--- config.mk ---
export PLATFORM = sky130hd
export DESIGN_NAME = lane_capture_fifo
export DESIGN_NICKNAME = d
export VERILOG_FILES = /design/src/rtl/lane_capture_fifo.sv
export SDC_FILE = /design/constraint.sdc
export NUM_CORES = 1
export LEC_CHECK = 0
export BUFFER_PORTS_ARGS = -buffer_cell sky130_fd_sc_hd__clkbuf_2
export CAP_MARGIN = 20
export CORE_UTILIZATION = 60
export CTS_BUF_LIST = sky130_fd_sc_hd__clkbuf_8
export CTS_CLUSTER_DIAMETER = 100
export DETAILED_ROUTE_END_ITERATION = 10
export PLACE_DENSITY = 0.8
export SETUP_SLACK_MARGIN = 0.15
export SYNTH_ARGS = -nofsm -noshare
export SYNTH_HDL_FRONTEND = slang
export SYNTH_SLANG_ARGS = --single-unit
--- constraint.sdc ---
create_clock -name clk -period 4.2 [get_ports clk]
set_input_delay 0.21 -clock clk [delete_from_list [all_inputs] [get_ports clk]]
set_output_delay 0.21 -clock clk [all_outputs]
set_load 0.03 [all_outputs]
--- src/rtl/lane_capture_fifo.sv ---
// lane_capture_fifo
//
// Receive-side endpoint for the 4-lane registered flop-chain transport.
// The chain delivers one word per cycle and cannot be stalled, so every word
// is captured into a small FIFO. The FIFO head goes to a downstream consumer
// over a valid/ready handshake. Each consumed word returns one credit pulse,
// which lets the sender keep no more than DEPTH words in flight.
//
// Parameters:
//   WIDTH  lane count / data word width in bits
//   DEPTH  FIFO entries (power of two, >= 2)
//   CNT_W  occupancy counter width, log2(DEPTH)+1
//
// Ports:
//   clk         single clock, all state updates on the rising edge
//   rst         synchronous active-high reset; discards buffered words
//   in_valid    a word is present on in_data this cycle
//   in_data     captured lane data
//   out_valid   FIFO head is valid (count != 0)
//   out_data    FIFO head word, read combinationally from storage
//   out_ready   consumer accepts the head this cycle
//   credit_ret  one-cycle pulse in the cycle after each pop
//   count       current occupancy, 0..DEPTH
//   overflow    sticky flag: a word arrived while full with no pop

module lane_capture_fifo #(
  parameter int WIDTH = 4,
  parameter int DEPTH = 4,
  parameter int CNT_W = 3
) (
  input  logic             clk,
  input  logic             rst,
  input  logic             in_valid,
  input  logic [WIDTH-1:0] in_data,
  output logic             out_valid,
  input  logic             out_ready,
  output logic [WIDTH-1:0] out_data,
  output logic             credit_ret,
  output logic [CNT_W-1:0] count,
  output logic             overflow
);

  localparam int PTR_W = $clog2(DEPTH);
  localparam logic [CNT_W-1:0] FULL_CNT = CNT_W'(DEPTH);

  logic [WIDTH-1:0] mem [DEPTH];
  logic [PTR_W-1:0] wr_ptr;
  logic [PTR_W-1:0] rd_ptr;
  logic [CNT_W-1:0] count_q;
  logic             credit_q;
  logic             overflow_q;

  logic empty;
  logic full;
  logic pop;
  logic push;
  logic drop;

  // Full and empty come from the occupancy count alone, so the pointers can
  // wrap naturally without an extra wrap bit.
  // A push into a full FIFO is still accepted when a pop frees the head slot
  // at the same edge; otherwise the word is dropped and flagged.
  always_comb begin
    empty = (count_q == '0);
    full  = (count_q == FULL_CNT);
    pop   = !empty && out_ready;
    push  = in_valid && (!full || pop);
    drop  = in_valid && full && !pop;
  end

  // Storage has no reset: its contents are meaningless while the matching
  // count is zero. Writes are suppressed during reset so a word arriving
  // alongside rst never lands in the buffer.
  always_ff @(posedge clk) begin
    if (!rst && push) begin
      mem[wr_ptr] <= in_data;
    end
  end

  // Pointers, occupancy, the registered credit pulse and the sticky overflow
  // flag. Reset wins over everything else, so words discarded by reset never
  // produce credits.
  always_ff @(posedge clk) begin
    if (rst) begin
      wr_ptr     <= '0;
      rd_ptr     <= '0;
      count_q    <= '0;
      credit_q   <= 1'b0;
      overflow_q <= 1'b0;
    end else begin
      if (push) begin
        wr_ptr <= wr_ptr + PTR_W'(1);
      end
      if (pop) begin
        rd_ptr <= rd_ptr + PTR_W'(1);
      end
      case ({push, pop})
        2'b10:   count_q <= count_q + CNT_W'(1);
        2'b01:   count_q <= count_q - CNT_W'(1);
        default: count_q <= count_q;
      endcase
      credit_q <= pop;
      if (drop) begin
        overflow_q <= 1'b1;
      end
    end
  end

  // The head is read straight from storage, so a word written at one edge is
  // visible right after that edge. There is deliberately no bypass from
  // in_data: an empty FIFO never shows same-cycle input.
  always_comb begin
    out_valid  = !empty;
    out_data   = mem[rd_ptr];
    credit_ret = credit_q;
    count      = count_q;
    overflow   = overflow_q;
  end

endmodule

==> impl_results.md, run 1 <==
- Status: complete, no violations
- Core Rows: 15
- Core area: 1820 µm²
- Slew @ Worst Pin: between 0.4 and 0.5 ns
- Total gr overflow: 0
- RePlAce Congestion: roughly 0.7
- Synth top area share: 39.3%
- Die H: around 47 µm
- Peak supply drop: 0.347 mV
- Starting density of the core: about two thirds
- Maximum capacitance violations: 0
- Final Slew Violations: 0
- Setup WS pre-CTS: 2.34 ns
- Main synth FF type: edfxtp_1
- Worst reg2reg path startpoint: count[0]
- Placed Cells incl. Taps: between 100 and 150
- Reg2Reg Capture Point: count[2]
- Crit path kind: flip-flop to flip-flop
- Sequential share of the synthesized area: a little under three fifths
- Met3 wire length: 92 µm
- Number of global-route vias before repair: between 700 and 800
- Final setup margin: between 2 and 2.5 ns
- Initial DRC count: 20
- RSZ-0062 raised after global routing: no
- Max-slew headroom: between 70 and 80%
- Routed WL per cell: roughly 15 µm
- Clock H-tree levels: 1
- Initial antenna violation count: 0
- Dominant cell by count in the synthesized netlist: edfxtp_1
- Die area: between 2000 and 2500 µm²
- # clock sinks: 27
- Post-Synthesis Cell Area: 1220 µm²
- Area of the multi-input gates: ~450 µm²
- Remaining antenna violation count: 0
- Final nets: approximately 120
- CP Data Required Time: roughly 4.4 ns
- Cell Pwr Density: between 400 and 500 nW/µm²
- Reg area: around 700 µm²
- Critical path destination: count[2]
- GRT Resource Usage Total: between 20% and 30%
- CTS tree: yes
- Fillcell total: approximately 140
- Post-synth EDFFs: 16
- Reg2Reg Depth: 6
- Synth async-reset ratio: 0%
- Syn nets: approximately 110
- Die X-Extent: approximately 47 µm
- Met2 Wirelength: around 1100 µm
- Critical Path AT: 2.02 ns
- Total wire length: ~2000 µm
- Design area: 1340 µm²
- Startpoint types: flip-flop
- Cells taking the most area after synthesis: edfxtp_1 (39%), dfxtp_1 (18%), mux4_2 (7.4%)
- Postcts setup bufs: 0
- Count of cell types in the netlist: 32
- Io pins: 18
- Vias: between 700 and 800
- CP max FO: 11
- Drt drc: 0
- Final setup fails: 0
- Number of port buffers: 17
- Vias per cell: approximately 5.7
- LEAKAGE: between 0.0004 and 0.0005 µW
- Hold Path Class: input port to flip-flop
- Cell taking the most area after synthesis: edfxtp_1
- Max Freq: ~0.53 GHz
- R2R setup slack: 2.33 ns
- Worst setup startpoint: count[0]
- Setup TNS: 0 ns
- Met1 WL: ~830 µm
- Syn-to-layout area delta: 9.73%
- DR top layer: met4
- Clk root buf: clkbuf_8
- Final Hold Vio Count: 0
- CTS buffer count: 3
- Cts hold-fix bufs: 0
- Worst-path clk slew: roughly 0.090 ns
- Mapped Cells: 92
- Clock buffer depth: 2
- Finished Layout Cells: between 100 and 150
- Period utilization: about 45%
- First-pass GRT wire length: 3110 µm
- Register bit total from synthesis: 27
- Area of placed instances: roughly 1300 µm²
- N_diodes: 0
- Min cycle time layout: ~1.9 ns
- Top cells by count, synth: edfxtp_1 (16), dfxtp_1 (11), nor2_1 (7)
- YS warnings: 0
- Worst-Skew Late Latency: between 0.2 and 0.3 ns
- Clock Skews: 0.00795 ns
- Layout cells sized above 1: between 20% and 30%
- Syn_area_per_cell: 13.3 µm²
- Worst setup EP type: flip-flop
- Pre-Repair DR Iteration Count: 4
- Final core utilization: 73.6%
- Largest net degree at the start of global routing: 16
- # resized after CTS: 0
- Final HPWL DP: around 1500 µm
[flip-flops by register name, indices dropped and copies added, names as in the netlist, named ones only]
name        count
count           3
mem            16
wr_ptr          2
overflow        1
credit_ret      1
rd_ptr          2
[layout make-up]
cell class / instances / share of cell area [%]
Timing Repair Buffer: 17 / 6.35
Clock inverter: 1 / 0.373
Tap cell: 25 / 2.33
Sequential cell: 27 / 52.3
Inverter: 6 / 1.68
Clock buffer: 3 / 3.08
Multi-Input combinational cell: 53 / 33.9
[metrics by stage]
step / total power, µW / hold slack, ns
finish: 594 / 0.170
global placement: 455 / 0.428
CTS: 601 / 0.161
floorplan: 433 / 0.309
detailed placement: 463 / 0.441
global route: 622 / 0.161
[critical path: stages (launching register included)]
cell	delay [ns]
dfxtp_1	0.57
or3_1	0.22
nand3_1	0.10
fa_1	0.39
nand2b_1	0.17
o211ai_1	0.19
a31oi_1	0.11
[per-layer routing]
layer	vias up	global-route usage, %
li1	363	-
met1	358	25.4
met2	23	37.5
met3	2	6.92
met4	0	5.14
met5	-	0
[cells in the final DEF (no fill, tap or decap), types with 2 or more instances in the layout]
master / instances
clkbuf_2: 17
edfxtp_1: 16
dfxtp_1: 11
nor2_1: 7
inv_1: 5
a21oi_1: 5
mux4_2: 4
and2_1: 4
ha_1: 4
or3_1: 3
nand3_1: 3
xor2_1: 3
o21ai_1: 3
clkbuf_8: 3
o211ai_1: 2
nand3b_1: 2
[power breakdown]
group	total (µW)	internal (µW)	switching (µW)	leakage [µW]
logic	132	50.9	81.4	0.000235
clock network	137	66.2	71.2	0.0000255
registers	324	298	26.2	0.000235
total	594	415	179	0.000495
[how the worst min path moves through the flow]
stage | startpoint | to | slack (ns) | cells past startpoint
3_3_place_gp | in_data[3] | mem[3][3] | 0.43 | 1
6_report | in_data[3] | mem[1][3] | 0.17 | 1
3_5_place_dp | in_data[1] | mem[0][1] | 0.44 | 1
4_1_cts | in_data[1] | mem[2][1] | 0.16 | 1
5_1_grt | in_data[0] | mem[2][0] | 0.16 | 1
2_1_floorplan | in_data[0] | mem[0][0] | 0.31 | 0
[cells by family after synthesis]
| kind of cell | count (synthesis) | share of synthesized area, % |
|---|---|---|
| xor+xnor | 4 | 2.87 |
| flops | 27 | 57.4 |
| compound gates | 16 | 8.91 |
| fa+ha+maj | 5 | 5.74 |
| simple gates | 24 | 12.3 |
| mux | 4 | 7.38 |
| buf+inv | 12 | 5.43 |
(Power assumes the default switching activity.)
==> inputs of run 2 (changes only) <==
Settings changed: ABC_AREA set to 1, CORE_UTILIZATION 60 to 52, PLACE_DENSITY 0.8 to 0.74.
Clock period 4.2 ns to 1.55 ns, I/O delays scaled along.
==> impl_results.md, run 2 <==
- Status: complete, no violations
- Dominant cell by count in the synthesized netlist: nor2_1
- # clock sinks: 27
- CP max FO: 6
- Crit path kind: flip-flop to flip-flop
- Final setup fails: 0
- R2R setup slack: about 0.13 ns
- Combinational Power Share: about a third
- P_sw: ~640 µW
- Synth async-reset ratio: 0%
- Worst-path clk slew: 0.09 ns
- CTS tree: yes
- Core Rows: 16
- Die X-Extent: between 40 and 50 µm
- Total gr overflow: 0
- Buf/Inv on CP: 3
- Clock Skews: 0.00433 ns
- Vias: 933
- Period utilization: 91.6%
- Final HPWL DP: around 1600 µm
- Main synth FF type: edfxtp_1
- Final Hold Vio Count: 0
- Max reg flops: 16
- GRT Resource Usage Total: 20.3%
- Pre-Repair DR Iteration Count: 4
- Internal power: 1250 µW
- Synth top area share: 41.3%
- YS warnings: 0
- Placed Cells incl. Taps: ~160
- Syn nets: ~130
- Mapped Cells: 115
- Slew @ Worst Pin: ~0.27 ns
- Routed WL per cell: around 13 µm
- Clock H-tree levels: 1
- Fillcell total: around 140
- RePlAce Congestion: around 0.74
- N_diodes: 0
- Switch share: approximately a third
- CP top delay family: simple AND/OR/NAND/NOR gates
- CP Data Required Time: between 1.5 and 2 ns
- Max Freq: 0.704 GHz
- Worst-Skew Late Latency: ~0.27 ns
- Number of port buffers: 17
- Layout cells sized above 1: 42.4%
- Peak supply drop: between 0.8 and 0.9 mV
- Slowest stage delay, CP: 0.38 ns
- Part of the power in the clock network: 20.7%
- Core area: 2040 µm²
- Remaining antenna violation count: 0
- Maximum capacitance violations: 0
- Startpoint types: flip-flop
- CP dominant cell by count: nand2_4
- CTS buffer count: 3
- Hold Path Class: input port to flip-flop
- Clock buffer depth: 2
- Hold Path Depth: 1
- Top cells by count, synth: nor2_1 (20), edfxtp_1 (16), inv_1 (16)
- Final Slew Violations: 0
- Reg2Reg Capture Point: mem[0][0]
- Slowest CP cell: dfxtp_4
- Min cycle time layout: between 1 and 1.5 ns
- Most frequent cells in the layout: nor2_1 (16), clkbuf_2 (16), edfxtp_1 (16)
- Number of global-route vias before repair: between 900 and 1,000
- Final setup margin: 0.130 ns
- Syn-to-layout area delta: 31.4%
- Worst reg2reg path startpoint: count[0]
- Die H: a little under 50 µm
- Setup TNS: 0 ns
- Worst path cell trace: nor2_4, buf_4, nand2_4, nand2_4, inv_2, nand2_2, nor2_2, buf_6
- Cells taking the most area after synthesis: edfxtp_1 (41%), dfxtp_1 (19%), nor2_1 (6.5%)
- Final nets: between 150 and 200
- Post-synth EDFFs: 16
- Setup WS pre-CTS: between 0.08 and 0.09 ns
- Total wire length: roughly 2400 µm
- Vias per cell: between 5 and 6
- Cell Pwr Density: 1240 nW/µm²
- Worst setup EP type: flip-flop
- Cell taking the most area after synthesis: edfxtp_1
- Syn_area_per_cell: just over 10 µm²
- First-pass GRT wire length: about 3700 µm
- Top reg by flops: mem
- Sequential share of the synthesized area: 60.2%
- Critical Path AT: 1.41 ns
- Clk root buf: clkbuf_8
- Largest net degree at the start of global routing: 16
- Register bit total from synthesis: 27
- Hold Path Sink: mem[3][2]
- Post-Synthesis Cell Area: ~1200 µm²
- Starting density of the core: 57.0%
- LEAKAGE: around 0.00065 µW
- Reg2Reg Depth: 8
- Count of cell types in the netlist: 20
- Drt drc: 0
- Sequential group share of total power: approximately 46%
- RSZ-0062 raised after global routing: yes
- Finished Layout Cells: about 180
- Initial DRC count: 13
- Max-slew headroom: between 80% and 90%
- Die area: between 2000 and 2500 µm²
- Min-delay src: in_data[2]
- Io pins: 18
- Initial antenna violation count: 0
## run 2: cell type report
cell class / instances / area [µm²] / share of cell area (%)
clock buffers: 3 / 41.3 / 2.70
clock inverters: 1 / 5.00 / 0.327
inverters: 18 / 73.8 / 4.83
multi-input cells: 69 / 444 / 29.1
flip-flops and latches: 27 / 716 / 46.8
well taps: 27 / 33.8 / 2.21
repair buffers: 33 / 215 / 14.1
## run 2: worst max path at each step
| stage | start | endpoint | slack (ns) | cells after the start |
|---|---|---|---|---|
| finish | count[0] | mem[0][0] | 0.13 | 8 |
| global route | count[1] | count[2] | 0.06 | 10 |
| CTS | count[0] | count[2] | 0.12 | 10 |
| detailed placement | count[2] | mem[1][0] | 0.09 | 7 |
| global placement | count[0] | count[2] | 0.14 | 10 |
| floorplan | count[0] | count[2] | 0.06 | 10 |
## run 2: power by group through the flow
stage / clock, µW / sequential [µW] / combinational (µW)
after global placement: 0 / 882 / 455
after detailed placement: 0 / 886 / 468
after global routing: 436 / 876 / 681
final: 391 / 868 / 631
after floorplan: 0 / 910 / 316
after CTS: 394 / 868 / 532
## run 2: routing by layer
layer | wire length (µm) | share of wire [%] | track usage [%]
met3 | 84 | 3.5 | 3.74
met2 | 1240 | 52 | 34.7
met5 | 0 | 0 | 0
met4 | 59 | 2.5 | 12.3
met1 | 997 | 42 | 23.5
## run 2: kinds of logic after synthesis
group	Yosys count	share of synthesized area (%)
AO/OA/AOI/OAI	24	11.5
buffers and inverters	19	6.24
flip-flops	27	60.2
AND/OR/NAND/NOR	40	16.0
adder cells (fa/ha/maj)	5	6.02
## run 2: what timing repair did
item / in CTS / in global routing
endpoints found under the setup margin: 10 / 24
buffers inserted: 5 / 6
pin swaps: 6 / 8
hold buffers: 1 / 0
hold endpoints to repair: 1 / 0
gates resized for setup: 7 / 18
## run 2: stage by stage
| step | instance area [µm²] | hold WS [ns] | util [%] | power, µW |
|---|---|---|---|---|
| finish | 1530 | 0.0351 | 74.9 | 1890 |
| global route | 1530 | 0.0264 | 74.9 | 1990 |
| CTS | 1450 | 0.0301 | 70.8 | 1790 |
| detailed placement | 1330 | 0.271 | 65.3 | 1350 |
| global placement | 1330 | 0.268 | 65.3 | 1340 |
| floorplan | 1190 | 0.150 | - | 1230 |
==> inputs of run 3 (changes only) <==
Settings changed: CAP_MARGIN 20 to unset, PLACE_DENSITY 0.74 to 0.77.
==> impl_results.md, run 3 (synthesis results as in run 2) <==
- Status: complete, no violations
- Placed Cells incl. Taps: around 160
- Die H: approximately 50 µm
- Core Rows: 16
- Starting density of the core: between 50% and 60%
- Die X-Extent: 49.3 µm
- Part of the power in the clock network: around a fifth
- Combinational Power Share: roughly 30%
- Die area: roughly 2400 µm²
- Worst reg2reg path startpoint: count[0]
- Slew @ Worst Pin: 0.287 ns
- Min cycle time layout: about 1.4 ns
- CP Data Required Time: between 1.5 and 2 ns
- Cell Pwr Density: around 1200 nW/µm²
- Initial antenna violation count: 0
- Min-delay src: in_data[1]
- Startpoint types: flip-flop
- Worst-path clk slew: around 0.08 ns
- Period utilization: approximately nine tenths
- Final HPWL DP: ~1500 µm
- Worst-Skew Late Latency: around 0.27 ns
- First-pass GRT wire length: between 3000 and 4000 µm
- # clock sinks: 27
- RSZ-0062 raised after global routing: yes
- Peak supply drop: about 0.85 mV
- Final Hold Vio Count: 0
- Maximum capacitance violations: 0
- Number of port buffers: 17
- Hold Path Depth: 1
- RePlAce Congestion: 0.824
- Clock buffer depth: 2
- GRT Resource Usage Total: a little under a fifth
- Pre-Repair DR Iteration Count: 4
- Drt drc: 0
- Number of global-route vias before repair: around 780
- Max Freq: 0.713 GHz
- Reg2Reg Depth: 7
- Worst path cell trace: nor2_4, nand2_4, nand3_4, fa_2, inv_2, nor2_2, nor2_1
- Finished Layout Cells: 173
- Clk root buf: clkbuf_8
- R2R setup slack: ~0.15 ns
- Max-slew headroom: approximately four fifths
- Slowest stage delay, CP: 0.43 ns
- N_diodes: 0
- Fillcell total: approximately 150
- Clock H-tree levels: 1
- Commonest non-fill, non-tap cell in the layout: nor2_1
- Top reg by flops: mem
- Sequential group share of total power: between 40% and 50%
- Worst setup EP type: flip-flop
- Final setup fails: 0
- Final Slew Violations: 0
- CTS tree: yes
- Reg2Reg Capture Point: count[1]
- CTS buffer count: 3
- Initial DRC count: 20
- Total gr overflow: 0
- Hold Path Sink: mem[2][1]
- Crit path kind: flip-flop to flip-flop
- Design Power: roughly 1800 µW
- Fin Hold WS: between 0.02 and 0.025 ns
- CP max FO: 3
- Max reg flops: 16
- Largest net degree at the start of global routing: 15
- Remaining antenna violation count: 0
- Switch share: approximately a third
- Routed WL per cell: roughly 13 µm
- Vias: a little under 900
- LEAKAGE: slightly above 0.0006 µW
- Vias per cell: 5.01
- Slowest CP cell: fa_2
- Final nets: 160
- P_sw: about 600 µW
- Layout cells sized above 1: a little under two fifths
- Total wire length: about 2200 µm
- Critical Path AT: ~1.6 ns
- Syn-to-layout area delta: 25.4%
- Setup TNS: 0 ns
- Io pins: 18
- Clock Skews: 0.00273 ns
- Internal power: around 1200 µW
- Core area: about 2000 µm²
- Hold Path Class: input port to flip-flop
- Most frequent cells in the layout: nor2_1 (19), clkbuf_2 (17), edfxtp_1 (16)
[run 3: cell count changes in the layout (fill, tap and decap cells not counted), sizes merged]
cell      delta
clkbuf       +1
clkinv       -1
buf          -6
inv          +2
clkinvlp     -1
[run 3: metal layers]
metal | vias to the layer above | track usage (%) | share of wire, %
li1 | 442 | - | -
met1 | 407 | 22.5 | 44
met2 | 14 | 32.2 | 52
met3 | 4 | 2.80 | 2.7
met4 | 0 | 10.3 | 1.2
met5 | - | 0 | 0
[run 3: worst max-delay path by stage]
stage	from	endpoint	slack, ns
CTS	flip-flop	out_data[3]	0.14
global route	count[0]	count[1]	0.08
global placement	count[0]	count[2]	0.18
detailed placement	count[2]	count[2]	0.13
floorplan	count[0]	count[2]	0.06
finish	count[0]	count[1]	0.15
[run 3: area by class of cell]
class / instances / area, µm² / area share, %
clock inverter: 1 / 3.75 / 0.257
timing repair buffer: 28 / 170 / 11.7
inverter: 18 / 70.1 / 4.80
tap: 27 / 33.8 / 2.32
clock buffer: 3 / 41.3 / 2.83
multi-input combinational: 69 / 427 / 29.2
sequential: 27 / 713 / 48.9
[run 3: metrics by stage]
step	util, %	worst slack (ns)	area [µm²]
detailed placement	65.7	0.127	1340
CTS	69.2	0.141	1410
global route	71.4	0.0828	1460
finish	71.4	0.147	1460
floorplan	-	0.0569	1190
global placement	65.7	0.177	1340
[run 3: power by group through the flow]
stage                     Clock (µW)  Sequential [µW]  Combinational (µW)
after floorplan                    0              910                 316
after global placement             0              880                 455
after detailed placement           0              885                 469
after CTS                        388              867                 487
after global routing             404              879                 586
final                            377              871                 542
[run 3: timing repair]
action / CTS / global route
setup buffers: 2 / 3
hold endpoints to repair: 1 / 0
pin swaps: 0 / 2
resized for setup: 1 / 11
hold buffers: 1 / 0
setup endpoints to repair: 6 / 22
[run 3: critical path: cells and delay by family (launching register included)]
kind / cells / cell delay [ns]
AND/OR/NAND/NOR: 5 / 0.48
flip-flops: 1 / 0.36
adder cells (fa/ha/maj): 1 / 0.43
buffers and inverters: 1 / 0.06
